**src/rtl/motion_seq_if.sv**
```systemverilog
// Request/accept channels from the manual and auto command sources into the motion sequencer.
interface motion_seq_if #(
    parameter int DUR_W = 8
);
    logic             m_valid;
    logic [2:0]       m_cmd;
    logic [DUR_W-1:0] m_dur;
    logic             m_ready;
    logic             a_valid;
    logic [2:0]       a_cmd;
    logic [DUR_W-1:0] a_dur;
    logic             a_ready;

    modport master (
        output m_valid, m_cmd, m_dur, a_valid, a_cmd, a_dur,
        input  m_ready, a_ready
    );

    modport slave (
        input  m_valid, m_cmd, m_dur, a_valid, a_cmd, a_dur,
        output m_ready, a_ready
    );
endinterface

```
**src/rtl/motion_sequencer.sv**
```systemverilog
// Arbitrated, timed H-bridge direction sequencer with brake dead-time and estop.
// state | meaning: IDLE brake, accepting | DEAD brake before direction change | RUN drive pins for dur ticks
module motion_sequencer #(
    parameter int TICK_CYCLES     = 5_000_000,
    parameter int DEADTIME_CYCLES = 2_500_000,
    parameter int DUR_W           = 8
) (
    input  logic         i_clk,
    input  logic         i_rst,
    input  logic         i_estop,
    motion_seq_if.slave  bus,
    output logic         o_ina1,
    output logic         o_inb1,
    output logic         o_ina2,
    output logic         o_inb2,
    output logic         o_busy,
    output logic         o_active_src,
    output logic         o_done,
    output logic         o_err
);
    localparam int CNT_MAX = (TICK_CYCLES > DEADTIME_CYCLES) ? TICK_CYCLES : DEADTIME_CYCLES;
    localparam int CNT_W   = (CNT_MAX > 1) ? $clog2(CNT_MAX) : 1;
    localparam logic [2:0] CMD_STOP = 3'd0;
    localparam logic [2:0] CMD_LAST = 3'd4;

    typedef enum logic [1:0] {S_IDLE = 2'd0, S_DEAD = 2'd1, S_RUN = 2'd2} state_t;

    state_t           r_state, w_state_nxt;
    logic [CNT_W-1:0] r_cyc;
    logic [DUR_W-1:0] r_tick, r_dur;
    logic [2:0]       r_cmd, r_last;
    logic             r_src, r_done, r_err;
    logic [3:0]       r_pins;

    logic             w_tick_end, w_run_end, w_dead_end;
    logic             w_m_ready, w_a_ready, w_acc, w_acc_src, w_acc_bad, w_acc_zero, w_need_dead;
    logic [2:0]       w_acc_cmd;
    logic [DUR_W-1:0] w_acc_dur;
    logic [3:0]       w_pins_nxt;
    logic             w_done_nxt, w_err_nxt;

    function automatic logic [3:0] pin_map(input logic [2:0] cmd);
        case (cmd)
            3'd1:    pin_map = 4'b0101;
            3'd2:    pin_map = 4'b1010;
            3'd3:    pin_map = 4'b0110;
            3'd4:    pin_map = 4'b1001;
            default: pin_map = 4'b0000;
        endcase
    endfunction

    assign w_tick_end = (r_cyc == CNT_W'(TICK_CYCLES - 1));
    assign w_run_end  = (r_state == S_RUN) && w_tick_end && (r_tick == r_dur - DUR_W'(1));
    assign w_dead_end = (r_state == S_DEAD) && (r_cyc == CNT_W'(DEADTIME_CYCLES - 1));

    // Manual may preempt an auto job, except on its final cycle where completion wins.
    assign w_m_ready = !i_rst && !i_estop && bus.m_valid &&
                       ((r_state == S_IDLE) || (r_src && !w_run_end));
    assign w_a_ready = !i_rst && !i_estop && bus.a_valid && !bus.m_valid && (r_state == S_IDLE);
    assign bus.m_ready = w_m_ready;
    assign bus.a_ready = w_a_ready;

    assign w_acc       = w_m_ready || w_a_ready;
    assign w_acc_src   = !w_m_ready;
    assign w_acc_cmd   = w_m_ready ? bus.m_cmd : bus.a_cmd;
    assign w_acc_dur   = w_m_ready ? bus.m_dur : bus.a_dur;
    assign w_acc_bad   = (w_acc_cmd > CMD_LAST);
    assign w_acc_zero  = (w_acc_dur == '0);
    assign w_need_dead = (w_acc_cmd != CMD_STOP) && (r_last != CMD_STOP) && (w_acc_cmd != r_last);

    always_ff @(posedge i_clk) begin
        if (i_rst) r_state <= S_IDLE;
        else       r_state <= w_state_nxt;
    end

    always_comb begin
        w_state_nxt = r_state;
        if (i_estop) begin
            w_state_nxt = S_IDLE;
        end else if (w_acc) begin
            if (w_acc_bad || w_acc_zero) w_state_nxt = S_IDLE;
            else if (w_need_dead)        w_state_nxt = S_DEAD;
            else                         w_state_nxt = S_RUN;
        end else begin
            case (r_state)
                S_DEAD:  if (w_dead_end) w_state_nxt = S_RUN;
                S_RUN:   if (w_run_end)  w_state_nxt = S_IDLE;
                default: w_state_nxt = r_state;
            endcase
        end
    end

    always_comb begin
        w_pins_nxt = 4'b0000;
        w_done_nxt = 1'b0;
        w_err_nxt  = 1'b0;
        if (!i_estop) begin
            w_err_nxt  = w_acc && w_acc_bad;
            w_done_nxt = w_run_end || (w_acc && !w_acc_bad && w_acc_zero);
        end
        if (w_state_nxt == S_RUN) w_pins_nxt = pin_map(w_acc ? w_acc_cmd : r_cmd);
    end

    always_ff @(posedge i_clk) begin
        if (i_rst) begin
            r_cyc  <= '0;
            r_tick <= '0;
            r_dur  <= '0;
            r_cmd  <= CMD_STOP;
            r_last <= CMD_STOP;
            r_src  <= 1'b0;
            r_pins <= 4'b0000;
            r_done <= 1'b0;
            r_err  <= 1'b0;
        end else begin
            r_pins <= w_pins_nxt;
            r_done <= w_done_nxt;
            r_err  <= w_err_nxt;
            if (i_estop) begin
                r_cyc  <= '0;
                r_tick <= '0;
                r_last <= CMD_STOP;
            end else if (w_acc) begin
                r_cyc  <= '0;
                r_tick <= '0;
                r_src  <= w_acc_src;
                r_cmd  <= w_acc_cmd;
                r_dur  <= w_acc_dur;
                if (w_state_nxt == S_RUN) r_last <= w_acc_cmd;
            end else if (r_state == S_DEAD) begin
                if (w_dead_end) begin
                    r_cyc  <= '0;
                    r_last <= r_cmd;
                end else begin
                    r_cyc <= r_cyc + CNT_W'(1);
                end
            end else if (r_state == S_RUN) begin
                if (w_run_end) begin
                    r_cyc  <= '0;
                    r_tick <= '0;
                end else if (w_tick_end) begin
                    r_cyc  <= '0;
                    r_tick <= r_tick + DUR_W'(1);
                end else begin
                    r_cyc <= r_cyc + CNT_W'(1);
                end
            end
        end
    end

    assign {o_ina1, o_inb1, o_ina2, o_inb2} = r_pins;
    assign o_busy       = (r_state != S_IDLE);
    assign o_active_src = r_src;
    assign o_done       = r_done;
    assign o_err        = r_err;
endmodule

```
**src/flat_wrapper.sv**
```systemverilog
// flat-port wrapper written by rule: the top's interface ports become plain ports
module motion_sequencer_flat 
#(
    parameter int TICK_CYCLES     = 5_000_000,
    parameter int DEADTIME_CYCLES = 2_500_000,
    parameter int DUR_W           = 8
)
  (i_clk, i_rst, i_estop, o_ina1, o_inb1, o_ina2, o_inb2, o_busy, o_active_src, o_done, o_err, bus_m_valid, bus_m_cmd, bus_m_dur, bus_a_valid, bus_a_cmd, bus_a_dur, bus_m_ready, bus_a_ready);
  motion_seq_if #(.DUR_W(DUR_W)) bus_i ();
  input  logic i_clk;
  input  logic i_rst;
  input  logic i_estop;
  output logic o_ina1;
  output logic o_inb1;
  output logic o_ina2;
  output logic o_inb2;
  output logic o_busy;
  output logic o_active_src;
  output logic o_done;
  output logic o_err;
  input wire logic [$bits(bus_i.m_valid)-1:0] bus_m_valid;
  input wire logic [$bits(bus_i.m_cmd)-1:0] bus_m_cmd;
  input wire logic [$bits(bus_i.m_dur)-1:0] bus_m_dur;
  input wire logic [$bits(bus_i.a_valid)-1:0] bus_a_valid;
  input wire logic [$bits(bus_i.a_cmd)-1:0] bus_a_cmd;
  input wire logic [$bits(bus_i.a_dur)-1:0] bus_a_dur;
  output wire logic [$bits(bus_i.m_ready)-1:0] bus_m_ready;
  output wire logic [$bits(bus_i.a_ready)-1:0] bus_a_ready;
  assign bus_i.m_valid = bus_m_valid;
  assign bus_i.m_cmd = bus_m_cmd;
  assign bus_i.m_dur = bus_m_dur;
  assign bus_i.a_valid = bus_a_valid;
  assign bus_i.a_cmd = bus_a_cmd;
  assign bus_i.a_dur = bus_a_dur;
  assign bus_m_ready = bus_i.m_ready;
  assign bus_a_ready = bus_i.a_ready;
  motion_sequencer #(.TICK_CYCLES(TICK_CYCLES), .DEADTIME_CYCLES(DEADTIME_CYCLES), .DUR_W(DUR_W)) u_core (.i_clk(i_clk), .i_rst(i_rst), .i_estop(i_estop), .bus(bus_i), .o_ina1(o_ina1), .o_inb1(o_inb1), .o_ina2(o_ina2), .o_inb2(o_inb2), .o_busy(o_busy), .o_active_src(o_active_src), .o_done(o_done), .o_err(o_err));
endmodule
```
**config.mk**
```make
export PLATFORM = sky130hd
export DESIGN_NAME = motion_sequencer_flat
export DESIGN_NICKNAME = d
export VERILOG_FILES = /design/src/rtl/motion_seq_if.sv /design/src/rtl/motion_sequencer.sv /design/src/flat_wrapper.sv
export SDC_FILE = /design/constraint.sdc
export NUM_CORES = 1
export LEC_CHECK = 0
export CORE_UTILIZATION = 56
export DETAILED_ROUTE_END_ITERATION = 16
export PLACE_DENSITY = 0.81
export SLEW_MARGIN = 5
export SYNTH_ARGS = -nofsm -noshare
export SYNTH_HDL_FRONTEND = slang
export SYNTH_SLANG_ARGS = --single-unit
```
**constraint.sdc**
```tcl
create_clock -name i_clk -period 3.28 [get_ports i_clk]
set_input_delay 0.656 -clock i_clk [delete_from_list [all_inputs] [get_ports i_clk]]
set_output_delay 0.656 -clock i_clk [all_outputs]
set_load 0.03 [all_outputs]
```
==> results of run 1 <==
[synthesized netlist by cell type (all sizes together), types with 2 or more instances]
library cell	count
a211oi	2
a21boi	3
a21oi	15
a311oi	8
a31o	2
a31oi	7
and2	2
and3	8
and3b	2
buf	2
clkbuf	7
dfxtp	54
ha	6
inv	12
nand2	52
nand2b	3
nand3	20
nand4	9
nor2	61
nor2b	3
nor3	13
nor3b	3
nor4	7
nor4bb	2
o21ai	15
o31ai	2
or3	6
xnor2	15
xor2	22
[worst min-delay path, delay by kind of cell (launching register included)]
family | cells | cell delay, ns
and+or+nand+nor | 1 | 0.05
AOI/OAI and AO/OA | 1 | 0.07
DFF | 1 | 0.33
[cell usage in the layout, fill, tap and decap left out, types with 2 or more instances in the layout]
cell             netlist  final
o31ai_1                2      2
nor2b_1                3      3
nor3_2                 2      2
inv_1                 11     11
a311oi_1               8      8
nor3_1                11     11
nand3_1               20     20
nor3b_2                2      2
and3_1                 8      8
nand2_1               51     51
nor2_1                60     60
a21oi_1               14     14
ha_1                   6      6
xnor2_1               15     15
and3b_1                2      2
a31oi_4                2      2
o21ai_0               11     11
a21boi_1               3      3
nand4_1                8      8
dfxtp_1               54     52
or3_1                  6      6
buf_4                  0     11
dfxtp_2                0      2
nor4_1                 7      7
xor2_1                22     22
clkdlybuf4s50_1        0     34
and2_1                 2      2
clkbuf_8               0      6
nor4bb_1               2      2
a31oi_1                5      4
nand2b_1               3      3
o21ai_1                4      4
[metrics by stage]
step | utilization (%) | hold WS [ns] | std cells | setup WS [ns]
after floorplan | - | 0.4366 | 377 | 0.4096
after global placement | 67.58 | 0.4477 | 483 | 0.1719
after detailed placement | 67.58 | 0.4820 | 483 | 0.1062
after CTS | 69.50 | 0.4963 | 491 | 0.09245
after global routing | 69.77 | 0.5064 | 491 | 0.008738
final | 69.77 | 0.4960 | 491 | 0.2001
[flip-flops by register name (all words and copies together) (netlist names)]
| register | flops |
|---|---|
| u_core.r_state | 2 |
| u_core.r_cyc | 23 |
| u_core.r_last | 3 |
| u_core.o_active_src | 1 |
| u_core.o_done | 1 |
| u_core.r_tick | 8 |
| u_core.r_cmd | 3 |
| u_core.r_dur | 8 |
| u_core.o_err | 1 |
| u_core.r_pins | 4 |
[what timing repair did]
action,4_1_cts,5_1_grt
setup buffers,0,0
resized for setup,0,4
endpoints found under the setup margin,0,24
[layer usage]
| metal | part of all wire, % | wire length (um) | up-vias |
|---|---|---|---|
| met5 | 0 | 0 | - |
| met3 | 4.2 | 292 | 9 |
| met2 | 46 | 3142 | 52 |
| met1 | 49 | 3371 | 1295 |
| met4 | 1.2 | 85 | 0 |
| li1 | - | - | 1413 |
[power groups by stage]
| stage | combinational [W] | sequential, W | clock (W) |
|---|---|---|---|
| 5_1_grt | 0.000218 | 0.000683 | 0.000426 |
| 3_5_place_dp | 0.000196 | 0.000696 | 0 |
| 2_1_floorplan | 0.000114 | 0.000699 | 0 |
| 3_3_place_gp | 0.000193 | 0.000696 | 0 |
| 6_report | 0.000200 | 0.000681 | 0.000400 |
| 4_1_cts | 0.000197 | 0.000681 | 0.000407 |
[cells by family (layout without fill, tap and decap cells)]
family | count (synthesis) | count (layout)
AOI/OAI and AO/OA | 61 | 61
xor gates and xnor gates | 37 | 37
adders and majority gates | 6 | 6
buffers and inverters | 21 | 65
DFF | 54 | 54
muxes | 2 | 2
and+or+nand+nor | 196 | 196
[worst max-delay path by stage]
| stage | start | to |
|---|---|---|
| final | u_core.r_cyc[0] | u_core.r_last[0] |
| after CTS | u_core.r_dur[0] | u_core.r_pins[3] |
| after detailed placement | u_core.r_dur[0] | u_core.r_pins[2] |
| after floorplan | u_core.r_dur[3] | u_core.r_pins[3] |
| after global placement | u_core.r_dur[0] | u_core.r_pins[3] |
| after global routing | u_core.r_cyc[11] | u_core.r_last[1] |
[final cells by class]
class                      instances  area (sq um)  share of cell area (%)
sequential                        54          1084                   30.22
clock buffer                       6         82.58                   2.303
multi-input combinational        302          1848                   51.54
timing repair buffer              45         422.9                   11.79
tap                               70         87.58                   2.442
inverter                          12         45.04                   1.256
clock inverter                     2         16.27                  0.4536
==> flow_metrics.tcl, run 1 <==
set metrics [dict create \
    timing.rr.end "u_core.r_last[0]" \
    post-route-period-util_pct 93.90 \
    numCtsBuffers 5 \
    cp-end-kind "register" \
    timing.critical_path.buf_inv 0 \
    worst-path-stages 11 \
    yosys_register_bits 54 \
    clkTransAtPathRegs_ns 0.10 \
    power_switching_share_pct 27.02 \
    dpl_cell_area_sq_um 3473 \
    syn_area_sq_um 2998 \
    vias_per_cell 5.640 \
    synth_nets 410 \
    p_clk_share_pct 31.2 \
    cts_hold_buf 0 \
    met1_usage_pct 35.58 \
    cts_root_buffer "clkbuf_8" \
    place.gp.congestion 0.8768 \
    crit_required_ns 3.52 \
    hold_end "u_core.r_cmd[0]" \
    slowest_stage "dfxtp_1" \
    worstReg2RegStart "u_core.r_cyc[0]" \
    status "finished clean" \
    dieArea_sq_um 5650 \
    core_area_sq_um 5140 \
    synth.area.mux_share_pct 0.7095 \
    antennaDiodeCount 0 \
    synth.largest_area_cell "dfxtp_1" \
    path_delay_family "compound AO/OA/AOI/OAI gates" \
    worst_skew_pair.late_latency_ns 0.31 \
    layout.nets 453 \
    synth_enable_flop_cells 0 \
    slew-limit-headroom_pct 63.83 \
    synth_area_per_cell_sq_um 7.952 \
    powerDensity_nw_per_um2 357.4 \
    nFillCells 441 \
    crit_fanout 8 \
    synth_top_family_by_area "simple AND/OR/NAND/NOR gates" \
    yosysTopAreaCellShare_pct 36.06 \
    pin_count 37 \
    setup_violations 0 \
    grt_pass1_vias 2444 \
    worst_pin_slew_ns 0.5384 \
    synth-xor-area-share_pct 10.81 \
    slew_viol_final 0 \
    synth-simple-area-share_pct 32.22 \
    start_util_pct 58.33 \
    cts_max_path_buffers 2 \
    power_w 0.001282 \
    setup_tns_ns 0 \
    rows 26 \
    startpoint_type "register" \
    r2r_cells 11 \
    syn_to_final_growth_pct 19.62 \
    synth_area_leaders "dfxtp_1 36%, nor2_1 7.5%, xor2_1 6.4%" \
    min_path_type "reg2reg" \
    htree_levels 2 \
    maxCapViolCount 0 \
    grt_remaining_overflow 0 \
    wirelength_um 6891 \
    grt.busiest_layer "met2" \
    worstHoldStart "u_core.r_cmd[0]" \
    yosysSeqAreaShare_pct 36.06 \
    finalClockSkew_ns 0.008551 \
    drive_gt1_share_pct 9.264 \
    drc 0 \
    grt_first_pass_wirelength_um 10900 \
    r2r_slack_ns 0.20 \
    ir_worst_vdd_mv 0.3680 \
    port_buffers 36 \
    path_cells "ha_1 > nor4b_1 > nand2_1 > a2111oi_4 > nand4_2 > nand2_4 > mux2_2 > a221o_1 > a31oi_4 > o21ai_0 > a21boi_1" \
    criticalPathCategory "reg2reg" \
    cellLeakagePower_nw 1.235 \
    track_usage_pct 25.01 \
    synth_cell_types 55 \
    final_area_sq_um 3586 \
    cts_tree "yes" \
    grt_max_degree 21 \
    synth-compound-area-share_pct 15.03 \
    drtAntennaViolNets 0 \
    wl_per_cell_um 14.03 \
    die_width_um 75.17 \
    slowest_delay_ns 0.41 \
    die_y_um 75.17 \
    finalCriticalPeriod_ns 3.080 \
    finalHoldViolCount 0 \
    dr.first_iter.drc_count 141 \
    seqPwrFrac_pct 53.2 \
    p_int_w 0.0009354 \
    rsz0062_at_grt "no" \
    dr.pass1.iters 5 \
    met3_usage_pct 4.819 \
    whs_path_depth 2 \
    yosysWarningCount 0 \
    ys.flop_type "dfxtp_1" \
    vias 2769 \
    synth_adder_area_share_pct 2.504 \
    synthArstFlopShare_pct 0 \
    synth_cells 377 \
    comb_power_share_pct 15.6 \
    grtUsageMet2_pct 39.04 \
    clock_sinks 54 \
    p_sw_w 0.0003463 \
    arrival_ns 3.32 \
    dpl.hpwl_um 5249 \
    antenna_found_initial 0 \
    fmax_mhz 324.7 \
]
No activity file was read; power rests on OpenSTA's default activity.
==> inputs of run 2 (changes only) <==
--- a/config.mk
+++ b/config.mk
@@ -5,6 +5,7 @@
 export SDC_FILE = /design/constraint.sdc
 export NUM_CORES = 1
 export LEC_CHECK = 0
+export CAP_MARGIN = 20
 export CORE_UTILIZATION = 56
 export DETAILED_ROUTE_END_ITERATION = 16
 export PLACE_DENSITY = 0.81
==> results of run 2 <==
Final layout, timing and power as in run 1 (identical DEF).
==> inputs of run 3 (changes only) <==
--- a/config.mk
+++ b/config.mk
@@ -7,6 +7,7 @@
 export LEC_CHECK = 0
 export CAP_MARGIN = 20
 export CORE_UTILIZATION = 56
+export CTS_CLUSTER_DIAMETER = 200
 export DETAILED_ROUTE_END_ITERATION = 16
 export PLACE_DENSITY = 0.81
 export SLEW_MARGIN = 5
==> results of run 3 <==
Final layout, timing and power as in run 1 (identical DEF).
